===== src/rtl/fp32_cmp_pipe.sv =====
// Multi-lane IEEE-754 binary32 comparator with a runtime-selected predicate and a
// bubble-collapsing valid/ready pipeline. Define FP32_CMP_FTZ_EN to flush denormals to signed zero.
module fp32_cmp_pipe #(
  parameter int LANES   = 4,
  parameter int LATENCY = 2,
  parameter int TAG_W   = 8
) (
  input  logic                 clk,
  input  logic                 rst_n,
  input  logic                 in_vld,
  output logic                 in_rdy,
  input  logic [2:0]           in_op,
  input  logic [LANES*32-1:0]  in_a,
  input  logic [LANES*32-1:0]  in_b,
  input  logic [TAG_W-1:0]     in_tag,
  output logic                 out_vld,
  input  logic                 out_rdy,
  output logic [LANES-1:0]     out_result,
  output logic [LANES-1:0]     out_unord,
  output logic [TAG_W-1:0]     out_tag
);

  // Returns {unord, lt, eq}; lt/eq describe the ordered relation and are masked later when unord.
  function automatic logic [2:0] cmp_lane(input logic [31:0] a_in, input logic [31:0] b_in);
    logic [31:0] a;
    logic [31:0] b;
    logic        nan_a;
    logic        nan_b;
    logic        lt;
    logic        eq;
    nan_a = (a_in[30:23] == 8'hFF) && (a_in[22:0] != 23'd0);
    nan_b = (b_in[30:23] == 8'hFF) && (b_in[22:0] != 23'd0);
    a = a_in;
    b = b_in;
`ifdef FP32_CMP_FTZ_EN
    if (a_in[30:23] == 8'h00) a = {a_in[31], 31'd0};
    if (b_in[30:23] == 8'h00) b = {b_in[31], 31'd0};
`endif
    if ((a[30:0] == 31'd0) && (b[30:0] == 31'd0)) begin
      lt = 1'b0;
      eq = 1'b1;
    end else if (a[31] != b[31]) begin
      lt = a[31];
      eq = 1'b0;
    end else if (!a[31]) begin
      lt = a[30:0] < b[30:0];
      eq = a[30:0] == b[30:0];
    end else begin
      lt = a[30:0] > b[30:0];
      eq = a[30:0] == b[30:0];
    end
    return {nan_a | nan_b, lt, eq};
  endfunction

  function automatic logic [LANES-1:0] decode(input logic [2:0] op, input logic [LANES-1:0] lt,
                                              input logic [LANES-1:0] eq, input logic [LANES-1:0] un);
    logic [LANES-1:0] r;
    case (op)
      3'd0:    r = ~un & lt;
      3'd1:    r = ~un & (lt | eq);
      3'd2:    r = ~un & ~lt & ~eq;
      3'd3:    r = ~un & ~lt;
      3'd4:    r = ~un & eq;
      3'd5:    r = un | ~eq;
      3'd6:    r = un;
      default: r = ~un;
    endcase
    return r;
  endfunction

  logic [LANES-1:0]   lt_c;
  logic [LANES-1:0]   eq_c;
  logic [LANES-1:0]   unord_c;
  logic [LANES-1:0]   res_c;
  logic [LANES-1:0]   res1_c;
  logic [LATENCY-1:0] load;

  logic [LATENCY-1:0] valid_q, valid_d;
  logic [LANES-1:0]   result_q [LATENCY];
  logic [LANES-1:0]   result_d [LATENCY];
  logic [LANES-1:0]   unord_q  [LATENCY];
  logic [LANES-1:0]   unord_d  [LATENCY];
  logic [TAG_W-1:0]   tag_q    [LATENCY];
  logic [TAG_W-1:0]   tag_d    [LATENCY];
  logic [2:0]         op0_q, op0_d;
  logic [LANES-1:0]   eq0_q, eq0_d;

  genvar gi;
  generate
    for (gi = 0; gi < LANES; gi++) begin : g_lane
      assign {unord_c[gi], lt_c[gi], eq_c[gi]} = cmp_lane(in_a[32*gi +: 32], in_b[32*gi +: 32]);
    end
  endgenerate

  assign res_c  = decode(in_op, lt_c, eq_c, unord_c);
  // With two or more stages, stage 0 carries raw lt bits in its result field and the op is decoded into stage 1.
  assign res1_c = decode(op0_q, result_q[0], eq0_q, unord_q[0]);

  // A stage can load when it or any stage downstream of it has a hole, or the output drains.
  always_comb begin
    for (int i = 0; i < LATENCY; i++) begin
      load[i] = out_rdy;
      for (int j = i; j < LATENCY; j++) begin
        if (!valid_q[j]) load[i] = 1'b1;
      end
    end
  end

  always_comb begin
    valid_d = valid_q;
    op0_d   = op0_q;
    eq0_d   = eq0_q;
    for (int s = 0; s < LATENCY; s++) begin
      result_d[s] = result_q[s];
      unord_d[s]  = unord_q[s];
      tag_d[s]    = tag_q[s];
    end
    if (load[0]) begin
      valid_d[0] = in_vld;
      if (in_vld) begin
        tag_d[0]   = in_tag;
        unord_d[0] = unord_c;
        if (LATENCY >= 2) begin
          result_d[0] = lt_c;
          eq0_d       = eq_c;
          op0_d       = in_op;
        end else begin
          result_d[0] = res_c;
        end
      end
    end
    for (int s = 1; s < LATENCY; s++) begin
      if (load[s]) begin
        valid_d[s] = valid_q[s-1];
        if (valid_q[s-1]) begin
          tag_d[s]    = tag_q[s-1];
          unord_d[s]  = unord_q[s-1];
          result_d[s] = (s == 1) ? res1_c : result_q[s-1];
        end
      end
    end
  end

  always_ff @(posedge clk or negedge rst_n) begin
    if (!rst_n) begin
      valid_q <= '0;
      op0_q   <= '0;
      eq0_q   <= '0;
      for (int s = 0; s < LATENCY; s++) begin
        result_q[s] <= '0;
        unord_q[s]  <= '0;
        tag_q[s]    <= '0;
      end
    end else begin
      valid_q <= valid_d;
      op0_q   <= op0_d;
      eq0_q   <= eq0_d;
      for (int s = 0; s < LATENCY; s++) begin
        result_q[s] <= result_d[s];
        unord_q[s]  <= unord_d[s];
        tag_q[s]    <= tag_d[s];
      end
    end
  end

  assign in_rdy     = load[0];
  assign out_vld    = valid_q[LATENCY-1];
  assign out_result = result_q[LATENCY-1];
  assign out_unord  = unord_q[LATENCY-1];
  assign out_tag    = tag_q[LATENCY-1];

endmodule

===== config.mk =====
export PLATFORM = sky130hd
export DESIGN_NAME = fp32_cmp_pipe
export DESIGN_NICKNAME = d
export VERILOG_FILES = /design/src/rtl/fp32_cmp_pipe.sv
export SDC_FILE = /design/constraint.sdc
export NUM_CORES = 1
export LEC_CHECK = 0
export CELL_PAD_IN_SITES_DETAIL_PLACEMENT = 2
export CELL_PAD_IN_SITES_GLOBAL_PLACEMENT = 2
export CORE_MARGIN = 2
export CORE_UTILIZATION = 23
export DETAILED_ROUTE_END_ITERATION = 12
export HOLD_SLACK_MARGIN = 0.1
export PLACE_DENSITY = 0.94
export RECOVER_POWER = 100
export SLEW_MARGIN = 20
export SYNTH_ARGS = -nofsm -noshare
export SYNTH_HDL_FRONTEND = slang
export SYNTH_SLANG_ARGS = --single-unit

===== constraint.sdc =====
create_clock -name clk -period 3.6 [get_ports clk]
set_clock_uncertainty 0.2 [all_clocks]
set_input_delay 0.36 -clock clk [delete_from_list [all_inputs] [get_ports clk]]
set_output_delay 0.36 -clock clk [all_outputs]
set_load 0.03 [all_outputs]

==> run_summary.xml, run 1 <==
<?xml version="1.0" encoding="UTF-8"?>
<metrics>
  <group name="status">
    <metric name="run_status" unit="">completed</metric>
  </group>
  <group name="min_path">
    <metric name="worstHoldPathType" unit="">flop to flop</metric>
    <metric name="worstHoldStart" unit="">tag_q[10]$_DFFE_PN0P_</metric>
  </group>
  <group name="critical_path">
    <metric name="crit_arrival" unit="ps">2800</metric>
    <metric name="startpoint" unit="">in_b[22]</metric>
    <metric name="timing.critical_path.cells" unit="">dlygate4sd3_1 &gt; inv_1 &gt; ha_1 &gt; nand4_1 &gt; nor4_1 &gt; nand4_1 &gt; nor4_1 &gt; o21bai_1 &gt; a311oi_1</metric>
    <metric name="worstPathMaxFanout" unit="">3</metric>
    <metric name="r2r-start" unit="">valid_q[0]$_DFFE_PN0N_</metric>
    <metric name="start_kind" unit="">input pin</metric>
    <metric name="end_kind" unit="">flop</metric>
    <metric name="buf_inv_on_cp" unit="">2</metric>
    <metric name="slowest_stage" unit="">sky130_fd_sc_hd__dlygate4sd3_1</metric>
    <metric name="crit_path_max_incr_delay" unit="ps">590</metric>
    <metric name="critical_path_required" unit="ps">3570</metric>
    <metric name="critical-path-top-delay-family" unit="">simple AND/OR/NAND/NOR gates</metric>
    <metric name="worst-setup-path-type" unit="">input pin to flop</metric>
  </group>
  <group name="sta">
    <metric name="timing.slew.headroom" unit="">0.4806</metric>
    <metric name="period_utilisation_layout" unit="">0.7863</metric>
    <metric name="finalCriticalPeriod" unit="ps">2831</metric>
    <metric name="fmax" unit="MHz">353.3</metric>
    <metric name="setup_total_negative_slack" unit="ps">0</metric>
    <metric name="slew_violations" unit="">0</metric>
    <metric name="tightest_slew" unit="ps">777.3</metric>
    <metric name="final-hold-violation-count" unit="">0</metric>
    <metric name="finalSetupViolCount" unit="">0</metric>
    <metric name="grt_setup_unrepaired" unit="">false</metric>
  </group>
  <group name="power">
    <metric name="power.sequential.fraction" unit="">0.272</metric>
    <metric name="comb_power_share" unit="">0.483</metric>
    <metric name="power_leakage" unit="nW">4.151</metric>
    <metric name="p_switching" unit="mW">0.7702</metric>
    <metric name="irDropWorstVdd" unit="uV">191.6</metric>
    <metric name="internal_power" unit="mW">1.402</metric>
    <metric name="swShare" unit="">0.3546</metric>
    <metric name="p_clk_frac" unit="">0.244</metric>
    <metric name="power.density_cell_area" unit="mW/mm2">236.9</metric>
  </group>
  <group name="yosys">
    <metric name="synth_cells" unit="">771</metric>
    <metric name="yosys_register_bits" unit="">41</metric>
    <metric name="syn_avg_cell_area" unit="um2">7.559</metric>
    <metric name="postSynth.asyncResetShare" unit="">1.000</metric>
    <metric name="yosys_warnings" unit="">0</metric>
    <metric name="dominantRegCellSynth" unit="">sky130_fd_sc_hd__dfrtp_1</metric>
    <metric name="synth_fp_nets" unit="">1166</metric>
    <metric name="synth.yosys.seq_area_share" unit="">0.1760</metric>
    <metric name="syn_area" unit="mm2">0.005828</metric>
    <metric name="netlist-cell-type-count" unit="">44</metric>
    <metric name="synth-edff-count" unit="">0</metric>
  </group>
  <group name="cts">
    <metric name="worst_setup_hold_path_clk_slew" unit="ps">60</metric>
    <metric name="number_of_sinks_driven_by_the_clock_tree" unit="">41</metric>
    <metric name="worst_skew_pair.late_latency" unit="ps">290</metric>
    <metric name="ctsHtreeMaxLevel" unit="">2</metric>
    <metric name="numCtsBuffers" unit="">5</metric>
    <metric name="cts_repair_resize_count" unit="">0</metric>
    <metric name="cts_root_buf" unit="">sky130_fd_sc_hd__clkbuf_16</metric>
    <metric name="postCtsSetupRepairBufs" unit="">0</metric>
    <metric name="cts_tree" unit="">yes</metric>
    <metric name="cts_buffer_depth" unit="">2</metric>
  </group>
  <group name="die">
    <metric name="io-pin-count" unit="">289</metric>
    <metric name="coreArea" unit="mm2">0.02504</metric>
    <metric name="chip_height" unit="um">163.2</metric>
    <metric name="design.die.area" unit="mm2">0.02663</metric>
    <metric name="initial_core_util" unit="">0.2328</metric>
    <metric name="width_of_the_chip" unit="um">163.2</metric>
    <metric name="placement_rows" unit="">58</metric>
  </group>
  <group name="finish">
    <metric name="regArea" unit="mm2">0.001026</metric>
    <metric name="area_growth_syn_to_layout" unit="%">57.32</metric>
    <metric name="final_layout_size_suffix_gt1_frac" unit="">0.02299</metric>
    <metric name="multi_input_logic_area" unit="mm2">0.004156</metric>
    <metric name="post-route-util" unit="">0.3662</metric>
    <metric name="nNetsFinal" unit="">1438</metric>
    <metric name="layout.filler_cells" unit="">2895</metric>
  </group>
  <group name="detailed_routing">
    <metric name="via_count" unit="">6824</metric>
    <metric name="drt_wl_total" unit="um">25710</metric>
    <metric name="vias_per_cell" unit="">4.956</metric>
    <metric name="remaining_drc_errors" unit="">0</metric>
    <metric name="detail_route.iter0.violations" unit="">203</metric>
    <metric name="dr.pass1.iters" unit="">4</metric>
    <metric name="detail_route.wl_per_cell" unit="um">18.67</metric>
    <metric name="drtAntennaViolNets" unit="">0</metric>
  </group>
  <group name="job">
    <metric name="timing.max_cap.violations" unit="">0</metric>
  </group>
  <group name="grt">
    <metric name="grt-ovfl-total" unit="">0</metric>
    <metric name="grt_max_degree" unit="">42</metric>
    <metric name="antenna_found_initial" unit="">1</metric>
    <metric name="global_route.usage.total" unit="">0.1908</metric>
    <metric name="grt_first_pass_wirelength" unit="um">40850</metric>
    <metric name="grt_pass1_vias" unit="">8008</metric>
  </group>
  <group name="placed_design">
    <metric name="globalplace.congestion" unit="">0.8811</metric>
    <metric name="place_hpwl" unit="um">23070</metric>
    <metric name="port-buffer-count" unit="">288</metric>
  </group>
</metrics>
[stage by stage]
step / instances / setup slack [ps] / total power [mW] / hold slack [ps] / cell area (um2)
floorplan: 771 / 1384 / 1.106 / -135.6 / 5828
global placement: 1365 / 683.0 / 1.608 / 254.3 / 8992
detailed placement: 1365 / 510.4 / 1.674 / 268.9 / 8992
CTS: 1374 / 820.0 / 2.224 / 284.3 / 9174
global route: 1376 / 498.6 / 2.344 / 319.5 / 9166
finish: 1377 / 769.3 / 2.172 / 272.3 / 9169
[kinds of logic (layout without fill, tap and decap cells)]
logic type / after synthesis / count (layout) / share of synthesized area
buffers and inverters: 154 / 427 / 0.1095
other: 0 / 3 / 0
xor gates and xnor gates: 8 / 8 / 0.01202
AOI/OAI and AO/OA: 150 / 150 / 0.1580
adders and majority gates: 124 / 124 / 0.2662
muxes: 12 / 12 / 0.02319
DFF: 41 / 41 / 0.1760
and+or+nand+nor: 282 / 282 / 0.2551
[cell type report]
type,instances,share of cell area
multi-input combinational,576,0.4533
timing repair buffer,292,0.3182
sequential,41,0.1119
inverter,127,0.05199
tap,330,0.04503
clock buffer,5,0.01365
clock inverter,3,0.005049
antenna,3,0.0008188
[worst min-delay path: cells and delay by family (launching register included)]
kind / cells / cell delay, ps
flops: 1 / 340
simple gates: 2 / 100
[cells in the final DEF, fill, tap and decap left out, types with 7 or more instances in the layout]
cell	instances
sky130_fd_sc_hd__ha_1	124
sky130_fd_sc_hd__clkdlybuf4s50_1	264
sky130_fd_sc_hd__dlygate4sd3_1	24
sky130_fd_sc_hd__a21o_1	10
sky130_fd_sc_hd__dfrtp_1	41
sky130_fd_sc_hd__nand3_1	18
sky130_fd_sc_hd__o21ai_0	31
sky130_fd_sc_hd__o21a_1	7
sky130_fd_sc_hd__nand2_1	82
sky130_fd_sc_hd__and4_1	8
sky130_fd_sc_hd__mux2_2	12
sky130_fd_sc_hd__nor2_1	22
sky130_fd_sc_hd__nor3_1	22
sky130_fd_sc_hd__nor4_1	60
sky130_fd_sc_hd__a21oi_1	65
sky130_fd_sc_hd__nand4_1	43
sky130_fd_sc_hd__inv_1	127
[path summary, 6_finish.rpt]
kind                                        endpoint  slack [ps]  cells past startpoint
setup / recovery             result_q[4]$_DFFE_PN0P_         770                      9
hold reg to reg                tag_q[10]$_DFFE_PN0P_         270                      2
max in group asynchronous  out_result[1]$_DFFE_PN0P_        2410                      2
setup reg to reg              unord_q[7]$_DFFE_PN0P_        1300                      5
min in group asynchronous     out_tag[6]$_DFFE_PN0P_         400                      2
hold / removal                 tag_q[10]$_DFFE_PN0P_         270                      2
[cells in the mapped netlist (2+ instances only)]
library cell	number	area, um2
sky130_fd_sc_hd__inv_1	127	476.7
sky130_fd_sc_hd__ha_1	124	1551
sky130_fd_sc_hd__nand2_1	82	307.8
sky130_fd_sc_hd__a21oi_1	65	325.3
sky130_fd_sc_hd__nor4_1	60	375.4
sky130_fd_sc_hd__nand4_1	43	269.0
sky130_fd_sc_hd__dfrtp_1	41	1026
sky130_fd_sc_hd__o21ai_0	31	155.2
sky130_fd_sc_hd__nor2_1	22	82.58
sky130_fd_sc_hd__nor3_1	22	110.1
sky130_fd_sc_hd__nand3_1	18	90.09
sky130_fd_sc_hd__buf_4	16	120.1
sky130_fd_sc_hd__mux2_2	12	135.1
sky130_fd_sc_hd__a21o_1	10	75.07
sky130_fd_sc_hd__clkbuf_1	10	37.54
sky130_fd_sc_hd__and4_1	8	70.07
sky130_fd_sc_hd__o21a_1	7	52.55
sky130_fd_sc_hd__a221oi_1	6	52.55
sky130_fd_sc_hd__xnor2_1	6	52.55
sky130_fd_sc_hd__a31oi_1	5	31.28
sky130_fd_sc_hd__nand3b_1	5	37.54
sky130_fd_sc_hd__nor3b_1	5	37.54
sky130_fd_sc_hd__or3_1	5	31.28
sky130_fd_sc_hd__a211oi_1	4	30.03
sky130_fd_sc_hd__nor2b_1	4	25.02
sky130_fd_sc_hd__o21bai_1	4	30.03
sky130_fd_sc_hd__a21boi_0	3	22.52
sky130_fd_sc_hd__a311oi_1	3	26.28
sky130_fd_sc_hd__and2_1	3	18.77
sky130_fd_sc_hd__nand2b_1	3	18.77
sky130_fd_sc_hd__a221o_1	2	20.02
sky130_fd_sc_hd__o31a_1	2	17.52
sky130_fd_sc_hd__xor2_1	2	17.52
[timing repair]
action                                 CTS  global route
hold buffers                             1             0
endpoints found under the hold margin   41             0
setup endpoints to repair                0             0
[metal layers]
layer,part of all wire,GRT usage,vias to the layer above
met3,0.045,0.03098,26
met5,0,0,-
met2,0.53,0.3748,173
li1,-,-,3343
met4,0.015,0.03660,0
met1,0.41,0.2146,3282
[sequential cells by signal, summed over array words and instances, names as in the netlist]
signal,count
out_tag,8
tag_q,8
eq0_q,4
out_result,4
out_unord,4
result_q,4
unord_q,4
op0_q,3
valid_q,2
[power groups by stage]
stage,registers (mW),clock network [mW],logic (mW)
after floorplan,0.571,0,0.535
after global placement,0.595,0,1.01
after detailed placement,0.603,0,1.07
after CTS,0.595,0.552,1.08
after global routing,0.606,0.573,1.16
final,0.592,0.531,1.05
Power figures use the tool's default switching activity.
==> run 2, diff against run 1 <==
Settings changed: CORE_UTILIZATION 23 to 20, PLACE_DENSITY 0.94 to 0.88.
Clock period 3.6 ns to 2.6 ns, I/O delays scaled along.
==> run_summary.xml, run 2 (synthesis gave the netlist of run 1 again) <==
<?xml version="1.0" encoding="UTF-8"?>
<metrics>
  <group name="critical_path">
    <metric name="crit_arrival" unit="ps">2480</metric>
    <metric name="end_kind" unit="">flop</metric>
    <metric name="timing.critical_path.cells" unit="">clkdlybuf4s50_1 &gt; inv_1 &gt; ha_1 &gt; a211oi_2 &gt; nor2_1 &gt; o31a_1 &gt; o41a_1 &gt; o21a_1 &gt; a311oi_2</metric>
    <metric name="startpoint" unit="">in_b[68]</metric>
    <metric name="start_kind" unit="">input pin</metric>
    <metric name="r2r-start" unit="">valid_q[1]$_DFFE_PN0N_</metric>
    <metric name="crit_path_max_incr_delay" unit="ps">490</metric>
    <metric name="cp_capture_point" unit="">result_q[6]$_DFFE_PN0P_</metric>
    <metric name="timing.reg2reg.setup_slack" unit="ps">770</metric>
    <metric name="reg2reg_depth" unit="">5</metric>
    <metric name="worst_r2r_endpoint" unit="">unord_q[4]$_DFFE_PN0P_</metric>
    <metric name="slowest_stage" unit="">sky130_fd_sc_hd__clkdlybuf4s50_1</metric>
    <metric name="critical_path_required" unit="ps">2590</metric>
    <metric name="worstPathMaxFanout" unit="">2</metric>
    <metric name="worst-setup-path-type" unit="">input pin to flop</metric>
  </group>
  <group name="placed_design">
    <metric name="globalplace.congestion" unit="">0.8506</metric>
    <metric name="place_hpwl" unit="um">25570</metric>
    <metric name="port-buffer-count" unit="">288</metric>
    <metric name="placed_cells_incl_taps" unit="">1524</metric>
  </group>
  <group name="cts">
    <metric name="cts_root_buf" unit="">sky130_fd_sc_hd__clkbuf_16</metric>
    <metric name="numCtsBuffers" unit="">5</metric>
    <metric name="cts_buffer_depth" unit="">2</metric>
    <metric name="worst_skew_pair.late_latency" unit="ps">280</metric>
    <metric name="ctsHtreeMaxLevel" unit="">2</metric>
    <metric name="cts_tree" unit="">yes</metric>
    <metric name="worst_setup_hold_path_clk_slew" unit="ps">70</metric>
    <metric name="number_of_sinks_driven_by_the_clock_tree" unit="">41</metric>
  </group>
  <group name="sta">
    <metric name="period_utilisation_layout" unit="">0.9577</metric>
    <metric name="fmax" unit="MHz">401.6</metric>
    <metric name="tightest_slew" unit="ps">1345</metric>
    <metric name="worst_hold_slack" unit="ps">275.9</metric>
    <metric name="timing.slew.headroom" unit="">0.1034</metric>
    <metric name="final-hold-violation-count" unit="">0</metric>
    <metric name="finalCriticalPeriod" unit="ps">2490</metric>
    <metric name="slew_violations" unit="">0</metric>
    <metric name="finalSetupViolCount" unit="">0</metric>
  </group>
  <group name="job">
    <metric name="timing.max_cap.violations" unit="">0</metric>
  </group>
  <group name="finish">
    <metric name="final_common_cell" unit="">sky130_fd_sc_hd__clkdlybuf4s50_1</metric>
    <metric name="layout.filler_cells" unit="">3299</metric>
    <metric name="nNetsFinal" unit="">1544</metric>
    <metric name="most-common-layout-cells" unit="">sky130_fd_sc_hd__clkdlybuf4s50_1, sky130_fd_sc_hd__inv_1, sky130_fd_sc_hd__ha_1</metric>
    <metric name="finish.cell_count_without_fillers" unit="">1534</metric>
    <metric name="n_antenna_cell" unit="">0</metric>
    <metric name="area_growth_syn_to_layout" unit="%">73.74</metric>
    <metric name="final_layout_size_suffix_gt1_frac" unit="">0.1243</metric>
  </group>
  <group name="detailed_routing">
    <metric name="drtAntennaViolNets" unit="">0</metric>
    <metric name="remaining_drc_errors" unit="">0</metric>
    <metric name="drt_wl_total" unit="um">28010</metric>
    <metric name="dr.pass1.iters" unit="">4</metric>
    <metric name="detail_route.iter0.violations" unit="">166</metric>
    <metric name="detail_route.wl_per_cell" unit="um">18.26</metric>
    <metric name="vias_per_cell" unit="">4.789</metric>
    <metric name="via_count" unit="">7346</metric>
  </group>
  <group name="min_path">
    <metric name="worstHoldPathType" unit="">flop to flop</metric>
  </group>
  <group name="grt">
    <metric name="global_route.usage.total" unit="">0.1813</metric>
    <metric name="grt-ovfl-total" unit="">0</metric>
    <metric name="grt_pass1_vias" unit="">8653</metric>
    <metric name="grt_first_pass_wirelength" unit="um">44460</metric>
    <metric name="grt_max_degree" unit="">25</metric>
    <metric name="antenna_found_initial" unit="">0</metric>
  </group>
  <group name="power">
    <metric name="power.density_cell_area" unit="mW/mm2">312.9</metric>
    <metric name="power_leakage" unit="nW">4.699</metric>
    <metric name="irDropWorstVdd" unit="uV">157.0</metric>
  </group>
  <group name="die">
    <metric name="placement_rows" unit="">62</metric>
    <metric name="design.die.area" unit="mm2">0.03052</metric>
    <metric name="coreArea" unit="mm2">0.02870</metric>
    <metric name="initial_core_util" unit="">0.2031</metric>
    <metric name="io-pin-count" unit="">289</metric>
    <metric name="width_of_the_chip" unit="um">174.7</metric>
    <metric name="chip_height" unit="um">174.7</metric>
  </group>
  <group name="status">
    <metric name="run_status" unit="">completed</metric>
  </group>
</metrics>
-- run 2: changes by cell type in the layout (fill, tap and decap cells not counted), sizes merged --
cell	before	now
buf	2	104
clkbuf	7	11
clkdlybuf4s50	264	265
diode	3	0
dlygate4sd3	24	21
dlymetal6s2s	0	2
-- run 2: stage by stage --
stage	instance area, um2	worst slack (ps)	power [mW]	utilization	TNS [ps]
5_1_grt	10130	-24.26	3.414	0.3528	-24.26
2_1_floorplan	5828	484.0	1.532	-	0
4_1_cts	10030	11.97	3.240	0.3494	0
3_3_place_gp	9836	-224.8	2.364	0.3427	-625.5
6_report	10130	110.0	3.168	0.3528	0
3_5_place_dp	9836	-387.4	2.475	0.3427	-1590
-- run 2: worst min-delay path by stage --
| stage | depth (start not counted) | start | endpoint |
|---|---|---|---|
| 2_1_floorplan | 0 | rst_n | eq0_q[0]$_DFFE_PN0P_ |
| 3_3_place_gp | 1 | rst_n | out_tag[0]$_DFFE_PN0P_ |
| 3_5_place_dp | 1 | rst_n | out_tag[0]$_DFFE_PN0P_ |
| 4_1_cts | 3 | in_op[2] | op0_q[2]$_DFFE_PN0P_ |
| 5_1_grt | 2 | tag_q[14]$_DFFE_PN0P_ | tag_q[14]$_DFFE_PN0P_ |
| 6_report | 2 | out_result[1]$_DFFE_PN0P_ | out_result[1]$_DFFE_PN0P_ |
-- run 2: area by class of cell --
class / count / area, um2 / share of cell area
flip-flops and latches: 41 / 1026 / 0.1013
well taps: 384 / 480.5 / 0.04745
repair buffers: 398 / 3692 / 0.3646
clock inverters: 3 / 46.29 / 0.004572
clock buffers: 5 / 125.1 / 0.01236
multi-input cells: 576 / 4279 / 0.4226
inverters: 127 / 476.7 / 0.04708
-- run 2: critical path, delay by kind of cell --
family,cells,cell delay [ps]
adder cells (fa/ha/maj),1,300
AND/OR/NAND/NOR,1,70
AO/OA/AOI/OAI,5,1290
buffers and inverters,2,540
-- run 2: metal layers --
metal,vias to the layer above,global-route usage,routed length [um]
met5,-,0,0
met4,0,0.04861,734
met3,50,0.03351,1350
met2,209,0.3521,14710
met1,3534,0.1997,11210
li1,3553,-,-
-- run 2: power breakdown --
group,switching (mW),internal [mW],leakage [nW]
Sequential,0.0847,0.733,0.514
Combinational,0.759,0.865,4.10
Clock,0.272,0.455,0.0800
Total,1.12,2.05,4.70
-- run 2: repair_timing --
item	in CTS	in global routing
pin swaps	0	6
setup endpoints to repair	2	5
endpoints found under the hold margin	23	0
buffers inserted	0	1
hold buffers	1	0
resized for setup	2	21
